<file path="src/rtl/snake_pkg.sv">
// Shared snake game types and grid constants, reused by the body, collision and framebuffer blocks.
package snake_pkg;

    localparam int unsigned GRID_W  = 8;
    localparam int unsigned GRID_H  = 8;
    localparam int unsigned COORD_W = 3;
    localparam int unsigned TICK_W  = 16;

    typedef enum logic [1:0] {
        DIR_UP    = 2'b00,
        DIR_RIGHT = 2'b01,
        DIR_DOWN  = 2'b10,
        DIR_LEFT  = 2'b11
    } dir_t;

    typedef enum logic {
        ST_PAUSE = 1'b0,
        ST_RUN   = 1'b1
    } run_state_e;

    // Opposite heading; the snake may never turn back onto itself.
    function automatic dir_t dir_reverse(input dir_t d);
        return dir_t'(d ^ 2'b10);
    endfunction

endpackage

</file>
<file path="src/rtl/snake_stepper_step_divider.sv">
// Counts prescaler ticks and flags the tick that completes a game step; clr holds the count at zero.
module step_divider
    import snake_pkg::*;
#(
    parameter logic [TICK_W-1:0] STEP_TICKS = 16'd200
) (
    input  logic clk,
    input  logic rst,
    input  logic clr_i,
    input  logic tick_i,
    output logic step_en_c
);

    logic [TICK_W-1:0] tick_cnt_q;
    logic [TICK_W-1:0] tick_cnt_d;

    always_comb begin
        tick_cnt_d = tick_cnt_q;
        step_en_c  = 1'b0;
        if (clr_i) begin
            tick_cnt_d = '0;
        end else if (tick_i) begin
            if (tick_cnt_q == STEP_TICKS - TICK_W'(1)) begin
                tick_cnt_d = '0;
                step_en_c  = 1'b1;
            end else begin
                tick_cnt_d = tick_cnt_q + TICK_W'(1);
            end
        end
    end

    always_ff @(posedge clk or posedge rst) begin
        if (rst) begin
            tick_cnt_q <= '0;
        end else begin
            tick_cnt_q <= tick_cnt_d;
        end
    end

endmodule

</file>
<file path="src/rtl/snake_stepper.sv">
// Game-step engine: moves the snake head one cell per game step on a wrapping grid,
// with a reverse-direction filter on steering requests.
module snake_stepper #(
    parameter logic [snake_pkg::TICK_W-1:0] STEP_TICKS = 16'd200,
    parameter int unsigned                  GRID_W     = snake_pkg::GRID_W,
    parameter int unsigned                  GRID_H     = snake_pkg::GRID_H,
    parameter int unsigned                  COORD_W    = snake_pkg::COORD_W,
    parameter logic [COORD_W-1:0]           START_X    = COORD_W'(3),
    parameter logic [COORD_W-1:0]           START_Y    = COORD_W'(3),
    parameter logic [1:0]                   START_DIR  = 2'b01
) (
    input  logic               clk,
    input  logic               rst,
    input  logic               en,
    input  logic               tick,
    input  logic [1:0]         dir_req,
    input  logic               dir_req_valid,
    output logic [COORD_W-1:0] head_x,
    output logic [COORD_W-1:0] head_y,
    output logic [1:0]         dir,
    output logic               step
);

    snake_pkg::run_state_e state_q, state_d;
    snake_pkg::dir_t       dir_q, dir_d;
    snake_pkg::dir_t       pend_q, pend_d;
    snake_pkg::dir_t       commit_c;
    logic [COORD_W-1:0]    x_q, x_d;
    logic [COORD_W-1:0]    y_q, y_d;
    logic                  step_q, step_d;
    logic                  active_c;
    logic                  step_en_c;

    // A tick only counts once the FSM has settled in RUN and en is still high.
    assign active_c = (state_q == snake_pkg::ST_RUN) && en;

    step_divider #(
        .STEP_TICKS(STEP_TICKS)
    ) u_step_divider (
        .clk      (clk),
        .rst      (rst),
        .clr_i    (!active_c),
        .tick_i   (tick),
        .step_en_c(step_en_c)
    );

    always_comb begin
        state_d  = en ? snake_pkg::ST_RUN : snake_pkg::ST_PAUSE;
        dir_d    = dir_q;
        pend_d   = pend_q;
        x_d      = x_q;
        y_d      = y_q;
        step_d   = 1'b0;
        commit_c = step_en_c ? pend_q : dir_q;

        if (!active_c) begin
            pend_d = dir_q;
        end else begin
            if (step_en_c) begin
                step_d = 1'b1;
                dir_d  = pend_q;
                // Explicit limit compares so non-power-of-two grids wrap correctly.
                case (pend_q)
                    snake_pkg::DIR_UP:
                        y_d = (y_q == '0) ? COORD_W'(GRID_H - 1) : y_q - COORD_W'(1);
                    snake_pkg::DIR_RIGHT:
                        x_d = (x_q == COORD_W'(GRID_W - 1)) ? '0 : x_q + COORD_W'(1);
                    snake_pkg::DIR_DOWN:
                        y_d = (y_q == COORD_W'(GRID_H - 1)) ? '0 : y_q + COORD_W'(1);
                    snake_pkg::DIR_LEFT:
                        x_d = (x_q == '0) ? COORD_W'(GRID_W - 1) : x_q - COORD_W'(1);
                    default: ;
                endcase
            end
            // Filter against the direction this cycle leaves committed.
            if (dir_req_valid && (snake_pkg::dir_t'(dir_req) != snake_pkg::dir_reverse(commit_c))) begin
                pend_d = snake_pkg::dir_t'(dir_req);
            end
        end
    end

    always_ff @(posedge clk or posedge rst) begin
        if (rst) begin
            state_q <= snake_pkg::ST_PAUSE;
            dir_q   <= snake_pkg::dir_t'(START_DIR);
            pend_q  <= snake_pkg::dir_t'(START_DIR);
            x_q     <= START_X;
            y_q     <= START_Y;
            step_q  <= 1'b0;
        end else begin
            state_q <= state_d;
            dir_q   <= dir_d;
            pend_q  <= pend_d;
            x_q     <= x_d;
            y_q     <= y_d;
            step_q  <= step_d;
        end
    end

    assign head_x = x_q;
    assign head_y = y_q;
    assign dir    = dir_q;
    assign step   = step_q;

endmodule

</file>
<file path="config.mk">
export PLATFORM = sky130hd
export DESIGN_NAME = snake_stepper
export DESIGN_NICKNAME = d
export VERILOG_FILES = /design/src/rtl/snake_pkg.sv /design/src/rtl/snake_stepper_step_divider.sv /design/src/rtl/snake_stepper.sv
export SDC_FILE = /design/constraint.sdc
export NUM_CORES = 1
export LEC_CHECK = 0
export BUFFER_PORTS_ARGS = -buffer_cell sky130_fd_sc_hd__buf_2
export CORE_MARGIN = 1.5
export CORE_UTILIZATION = 50
export DETAILED_ROUTE_END_ITERATION = 10
export PLACE_DENSITY_LB_ADDON = 0.3
export SLEW_MARGIN = 5
export SYNTH_ARGS = -nofsm -noshare
export SYNTH_HDL_FRONTEND = slang
export SYNTH_SLANG_ARGS = --single-unit
</file>
<file path="constraint.sdc">
create_clock -name clk -period 2.8 [get_ports clk]
set_input_delay 0.14 -clock clk [delete_from_list [all_inputs] [get_ports clk]]
set_output_delay 0.14 -clock clk [all_outputs]
set_load 0.01 [all_outputs]
</file>
# Yosys cells after proc, flatten, opt, wreduce, memory -nomap -nowiden
# Index checks and enable logic that the tools add are counted.
[op_classes] mux=18 reduce_logical=9 magnitude_cmp=0 mul=0 n_eq_ne=9 n_bitwise=1 n_div=0 n_shift=0 n_addsub=5
[op_table] op="two-way mux 16 bit" n=3
[op_table] op="adder 16 x 1 -> 16 bit (second input constant)" n=1
[op_table] op="== test 16 x 8 -> 1 bit (second input constant)" n=1
[op_table] op="two-way mux 3 bit" n=4
[op_table] op="one-hot mux 3 bit (2 select lines)" n=2
[op_table] op="adder 3 x 1 -> 3 bit (second input constant)" n=2
[op_table] op="== test 3 bit (second input constant)" n=2
[op_table] op="zero test 3 bit" n=2
[op_table] op="two-way mux 1 bit" n=6
[op_table] op="two-way mux 2 bit" n=3
[op_table] op="AND reduction 3 bit" n=2
[op_table] op="subtractor 3 x 1 -> 3 bit (second input constant)" n=2
[op_table] op="== test 2 bit (second input constant)" n=2
[op_table] op="nonzero test 2 bit" n=2
[op_table] op="== test 2 x 1 -> 1 bit (second input constant)" n=1
[op_table] op="logical AND 1 bit" n=2
[op_table] op="zero test 2 bit" n=1
[op_table] op="inequality test 2 x 1 -> 1 bit (second input constant)" n=1
[op_table] op="inequality test 2 bit" n=1
[op_table] op="inequality test 2 bit (second input constant)" n=1
[op_table] op="NOT 1 bit" n=1
[word_totals] romBits=0 register_bits=28 out_inout_bits=9 latch_bits=0 word_cells=49 inputBits=7 memories=0 ram_bits=0

# Logic depth before layout (Yosys ltp)
# Gate-level depths: netlist of run 1.
[depth] depth_word=10 depth_mapped=7 depth_no_buf=7

# By module
# Synthesis of run 1 repeated with hierarchy kept, for this count alone.
[unflattened] cells_unflattened=192 hier_area_um2=1761.7
[by_module_without_submodules] module="step_divider" instances=1 cells_per_inst=103 area_each_um2=948.4 seq_area_each_um2=400.4
[by_module_without_submodules] module="snake_stepper" instances=1 cells_per_inst=89 area_each_um2=813.3 seq_area_each_um2=307.8

# Least setup slack after synthesis of run 1
# Ideal clock, no wire load.
[synth_timing] path_type="register to register" start="register u_step_divider.tick_cnt_q[0]" end="register pend_q[1]" setup_time_ps=86 path_buffers=0 path_slack_ps=650 path_stages_with_launch=8 required_ps=2714 arrival_ps=2064 period_less_slack_ps=2150 path_cell_list="dfrtp_1 > ha_1 > nor4bb_4 > nand4_4 > nor2_8 > mux2_4 > or4_1 > a32oi_1"
[synth_between] elab_chain_cells=9
[synth_lines] item="start, declared" line="snake_stepper_step_divider.sv:14" rtl="logic [TICK_W-1:0] tick_cnt_q;"
[synth_lines] item="start signal, assigned" line="snake_stepper_step_divider.sv:36" rtl="tick_cnt_q <= tick_cnt_d;"
[synth_lines] item="== test 16 x 8 -> 1 bit *" line="snake_stepper_step_divider.sv:23" rtl="if (tick_cnt_q == STEP_TICKS - TICK_W'(1)) begin"
[synth_lines] item="two-way mux 1 bit *" line="snake_stepper_step_divider.sv:23"
[synth_lines] item="two-way mux 1 bit *" line="snake_stepper_step_divider.sv:22" rtl="end else if (tick_i) begin"
[synth_lines] item="two-way mux 1 bit *" line="snake_stepper_step_divider.sv:20" rtl="if (clr_i) begin"
[synth_lines] item="two-way mux 2 bit *"
[synth_lines] item="NOT 1 bit (no source line)"
[synth_lines] item="inequality test 2 bit *" line="snake_stepper.sv:76" rtl="if (dir_req_valid && (snake_pkg::dir_t'(dir_req) != snake_pkg::dir_reverse(commit_c))) begin"
[synth_lines] item="logical AND 1 bit *" line="snake_stepper.sv:76"
[synth_lines] item="inequality test 2 x 1 -> 1 bit (no source line) *"
[synth_lines] item="end signal, assigned" line="snake_stepper.sv:86" rtl="pend_q <= snake_pkg::dir_t'(START_DIR);"
[synth_lines] item="end signal, assigned" line="snake_stepper.sv:93" rtl="pend_q <= pend_d;"
[synth_lines] item="end, declared" line="snake_stepper.sv:26" rtl="snake_pkg::dir_t pend_q, pend_d;"
# Every way passes the cells marked *; elsewhere a longest branch is shown, timed or not.
# A chain may end at the register's enable or synchronous reset.

# Final worst setup path of run 1
# Same ends and word-level chain as after synthesis.

==> qor.csv, run 1 <==
metric,value,unit
DP Wirelength,2500,um
WL final,3510,um
worst hold-check path type,in -> async,
"Hold Vio Cnt, Final",0,
combinational power share,7.5,%
register area,708,sq um
Cells after Synth,181,
first-pass GRT wire length,5490,um
clock power share,28.3,%
reg2reg path depth,7,
"antenna viol nets, final",0,
synthesized area,0.00171,sq mm
Fmax achieved,0.429,GHz
Core Rows,21,
all-layer global routing usage,19.7,%
Die X,61.5,um
Fillers,321,
Setup WS post-layout,0.470,ns
Sw Pwr,0.000163,W
yosys warns,0,
Post-Syn Nets,197,
Power Total,0.000642,W
fraction of layout cells with a size suffix above 1,18.7,%
status,"finished, final reports clean",
worst r2r dst,pend_q[1],
Yosys cell types,42,
"most common cell after layout, fill and taps aside",nor2_1,
most frequent cells in the layout,"nor2_1, dfrtp_1, o21ai_0",
Worst Path Required,3.07,ns
VDD IR-drop max,0.000199,V
crit-path max FO,7,
vias in the first global route,1253,
DR pass1 iterations,4,
Pleak,0.826,nW
Final period util,83.2,%
Worst slew margin,30.4,%
Worst EP arrival,2.60,ns
dominant cells by area after synthesis,"dfrtp_1, dfstp_2, ha_1",
sequential area share after synthesis,41.4,%
remaining global-route overflow,0,
FF-to-FF Start,u_step_divider.tick_cnt_q[0],
Seq pwr share,64.3,%
Slew @ Worst Pin,1.04,ns
clock latency on the worst-skew pair,0.34,ns
CTS sink cnt,28,
CTS tree,done,
n_diodes,0,
# setup viols final,0,
Power Density,344,mW/mm^2
Avg Inst Size Synth,9.45,sq um
Top Ports,16,
CTS buffer count,3,
Initial Util,51.7,%
1st-iter DRT viols,66,
post-CTS sizing,0,
#FFs+latches synth,28,
clk_skew,0.00316,ns
Max-Cap Viols,0,
pre-CTS setup slack,0.491,ns
Port Buf Inserts,15,
CTS H-tree lvls,1,
Final GP Congestion,0.789,
largest net degree at the start of global routing,29,
routed vias,1397,
RSZ-0062 raised after global routing,false,
die height,61.5,um
Multi-input gate area,960,sq um
critical path class,reg -> reg,
"EDFF count, synth",0,
initial antenna violation count,0,
post-synth top area share,32.2,%
Post-layout nets,215,
worst path cell trace,ha_1 > nor4bb_4 > nand4_4 > nor2_8 > mux2_4 > or4_1 > a32oi_1,
WP buf/inv,0,
Main synth FF type,dfrtp_1,
crit start category,register,
clock-pin slew on the worst setup and hold paths,0.15,ns
"area leader, netlist",dfrtp_1,
R2R Setup Slk,0.47,ns
"slowest stage delay, CP",0.41,ns
minimum clock period,2.33,ns
DRC errors left,0,
"delay-heaviest family, CP",simple AND/OR/NAND/NOR gates,
routed vias/inst,5.73,
Worst path slowest cell,dfrtp_1,
Max Slew Vio Count,0,
Sw Ratio,25.3,%
Max clock buf depth,2,
area grow syn2layout,9.14,%
P_int,0.000480,W
drt wl/cell,14.4,um
CP endpoint kind,register,
die footprint,0.00378,sq mm
Fin Setup TNS,0,ns
Root Driver,clkbuf_4,
Post-synth ARST share,100,%
core box area,0.00331,sq mm
power by group through the flow:
stage	sequential, W	combinational (W)	clock (W)
6_report	0.000413	0.0000481	0.000182
3_5_place_dp	0.000420	0.0000473	0
2_1_floorplan	0.000418	0.0000322	0
5_1_grt	0.000413	0.0000540	0.000199
4_1_cts	0.000413	0.0000486	0.000185
3_3_place_gp	0.000420	0.0000460	0
cell usage after synthesis, drive strengths merged, types with 2 or more instances:
| cell | instances |
|---|---|
| mux2 | 2 |
| nand2 | 19 |
| nand4 | 4 |
| ha | 9 |
| nor2 | 24 |
| nand3 | 9 |
| a211oi | 2 |
| a221o | 3 |
| nor4b | 2 |
| a21oi | 5 |
| nor2b | 4 |
| inv | 8 |
| and3 | 6 |
| o21ai | 20 |
| nor3b | 2 |
| dfrtp | 22 |
| clkbuf | 3 |
| dfstp | 6 |
| and4 | 2 |
| mux2i | 2 |
| nor3 | 6 |
| xor2 | 9 |
flip-flops by register name, indices dropped and copies added (netlist names):
signal                     count
state_q                        1
u_step_divider.tick_cnt_q     16
head_y                         3
dir                            2
head_x                         3
pend_q                         2
step                           1
how the worst max path moves through the flow:
stage                                      start   endpoint  slack, ns  cells past startpoint
finish              u_step_divider.tick_cnt_q[0]  pend_q[1]       0.47                      7
global route        u_step_divider.tick_cnt_q[0]  pend_q[1]       0.30                      7
CTS                 u_step_divider.tick_cnt_q[0]  pend_q[1]       0.46                      7
detailed placement  u_step_divider.tick_cnt_q[0]  pend_q[1]       0.49                      7
global placement    u_step_divider.tick_cnt_q[0]  pend_q[1]       0.58                      7
floorplan           u_step_divider.tick_cnt_q[0]  pend_q[1]       0.65                      7
per-stage QoR:
stage	hold WS (ns)	instance area, sq um	cells	util [%]
after floorplan	0.171	1710	181	-
after global routing	0.127	1870	244	56.4
after CTS	0.0694	1870	244	56.4
final	0.0230	1870	244	56.4
after global placement	0.296	1830	239	55.3
after detailed placement	0.304	1830	239	55.3
final cells by class:
cell class                      count  area share [%]
Timing Repair Buffer               16            4.56
Multi-Input combinational cell    142            51.4
Sequential cell                    28            37.9
Tap cell                           46            3.08
Clock buffer                        4            1.41
Inverter                            8            1.61
per-layer routing:
| metal | share of wire [%] | vias to the layer above | global-route usage [%] |
|---|---|---|---|
| met5 | 0 | - | 0 |
| met4 | 2.3 | 0 | 11.2 |
| met3 | 2.7 | 9 | 2.31 |
| met2 | 48 | 37 | 29.9 |
| met1 | 47 | 669 | 27.0 |
| li1 | - | 682 | - |
kinds of logic after synthesis:
kind of cell	count (synthesis)	share of synthesized area, %
muxes	4	2.71
adders and majority gates	9	6.58
buffers and inverters	11	2.49
AOI/OAI and AO/OA	36	12.7
xor gates and xnor gates	10	5.12
and+or+nand+nor	83	29.0
DFF	28	41.4
what timing repair did:
item / CTS / global route
setup buffers: 0 / 0
hold buffers: 1 / 0
hold endpoints to repair: 1 / 0
Note: power is estimated with default switching activity, not from simulation.
==> inputs of run 2 (changes only) <==
clock period = 2.2 ns   (was 2.8 ns; I/O delays follow)
==> qor.csv, run 2 (synthesis results as in run 1) <==
metric,value,unit
DRC errors left,0,
RSZ-0062 raised after global routing,true,
Worst Path Required,2.46,ns
status,"finished, final reports clean",
1st-iter DRT viols,86,
post-layout util,59.3,%
WL final,3590,um
critical path class,reg -> reg,
worst hold-check path type,in -> reg,
Post-layout nets,226,
Initial Util,51.7,%
Root Driver,clkbuf_4,
CTS H-tree lvls,1,
Power Total,0.000817,W
"antenna viol nets, final",0,
drt wl/cell,14.1,um
VDD IR-drop max,0.000224,V
most frequent cells in the layout,"nor2_1, dfrtp_1, o21ai_0",
register area,708,sq um
Core Rows,21,
clock-pin slew on the worst setup and hold paths,0.15,ns
Die X,61.5,um
"delay-heaviest family, CP",simple AND/OR/NAND/NOR gates,
Fmax achieved,0.470,GHz
n_diodes,0,
first-pass GRT wire length,5780,um
Worst EP arrival,2.39,ns
"slowest stage delay, CP",0.45,ns
crit-path max FO,3,
"most common cell after layout, fill and taps aside",nor2_1,
clk_skew,0.00206,ns
Max Slew Vio Count,0,
Final period util,96.7,%
post-route insts no fill,255,
largest register by flop count,u_step_divider.tick_cnt_q,
max reg flops,16,
placed cell count,247,
clock latency on the worst-skew pair,0.33,ns
WP buf/inv,0,
Multi-input gate area,972,sq um
initial antenna violation count,0,
DR pass1 iterations,4,
Top Ports,16,
die height,61.5,um
CTS tree,done,
Max-Cap Viols,0,
remaining global-route overflow,0,
# setup viols final,0,
worst path cell trace,nor4b_2 > nand4_4 > nor2_8 > mux2_4 > or4_1 > a32oi_1,
area grow syn2layout,14.8,%
Max clock buf depth,2,
vias in the first global route,1360,
Fillers,303,
"Hold Vio Cnt, Final",0,
CP endpoint kind,register,
Power Density,416,mW/mm^2
die footprint,0.00378,sq mm
largest net degree at the start of global routing,29,
routed vias,1445,
DP Wirelength,2590,um
Pleak,0.879,nW
Worst path slowest cell,dfrtp_1,
fraction of layout cells with a size suffix above 1,23.0,%
minimum clock period,2.13,ns
Worst slew margin,60.0,%
routed vias/inst,5.67,
crit start category,register,
all-layer global routing usage,20.1,%
Final GP Congestion,0.870,
Port Buf Inserts,15,
CTS sink cnt,28,
CTS buffer count,3,
core box area,0.00331,sq mm
Slew @ Worst Pin,0.598,ns
-- run 2: cell types whose count changed in the layout (fill, tap and decap cells not counted), sizes merged --
cell | previous run | this run
buf | 15 | 25
dlygate4sd3 | 1 | 2
-- run 2: power breakdown --
| group | internal, W | switching (W) | leakage [nW] | total [W] |
|---|---|---|---|---|
| Combinational | 0.0000248 | 0.0000440 | 0.497 | 0.0000688 |
| Sequential | 0.000520 | 0.00000487 | 0.367 | 0.000525 |
| Clock | 0.0000711 | 0.000152 | 0.0150 | 0.000224 |
| Total | 0.000616 | 0.000201 | 0.879 | 0.000817 |
-- run 2: worst paths after layout --
path,startpoint,slack [ns],end,cells after the start
max reg2reg,u_step_divider.tick_cnt_q[12],0.07,pend_q[1],6
max in group asynchronous,rst,1.53,dir[0],4
min reg2reg,head_x[1],0.52,head_x[1],2
min,dir_req[0],0.11,pend_q[1],3
min in group asynchronous,rst,0.36,head_x[2],4
max,u_step_divider.tick_cnt_q[12],0.07,pend_q[1],6
-- run 2: layout make-up --
| type | instances | area share, % |
|---|---|---|
| Clock buffer | 4 | 1.34 |
| Inverter | 8 | 1.53 |
| Multi-Input combinational cell | 142 | 49.5 |
| Sequential cell | 28 | 36.1 |
| Tap cell | 46 | 2.93 |
| Timing Repair Buffer | 27 | 8.66 |
-- run 2: per-stage QoR --
stage / area (sq um) / worst slack, ns / hold WS [ns] / setup TNS, ns
floorplan: 1710 / 0.0501 / 0.141 / 0
global placement: 1890 / 0.0878 / 0.188 / 0
detailed placement: 1890 / 0.0373 / 0.195 / 0
CTS: 1940 / 0.0122 / 0.0919 / 0
global route: 1960 / -0.0672 / 0.109 / -0.0672
finish: 1960 / 0.0734 / 0.107 / 0
-- run 2: worst min-delay path: cells and delay by family --
family | cells | cell delay (ns)
AOI/OAI and AO/OA | 1 | 0.09
and+or+nand+nor | 1 | 0.07
buffers and inverters | 1 | 0.14
-- run 2: what timing repair did --
| item | in CTS | in global routing |
|---|---|---|
| pin swaps | 0 | 4 |
| hold endpoints to repair | 23 | 0 |
| resized for setup | 0 | 2 |
| endpoints found under the setup margin | 1 | 2 |
| buffers inserted | 1 | 1 |
| hold buffers | 2 | 0 |
| gates cloned | 0 | 0 |
-- run 2: routing by layer --
| layer | share of wire [%] | GRT usage (%) | wire, um |
|---|---|---|---|
| met1 | 43 | 25.5 | 1560 |
| met5 | 0 | 0 | 0 |
| met2 | 52 | 35.5 | 1870 |
| met4 | 1.2 | 6.99 | 43 |
| met3 | 3.2 | 2.10 | 115 |
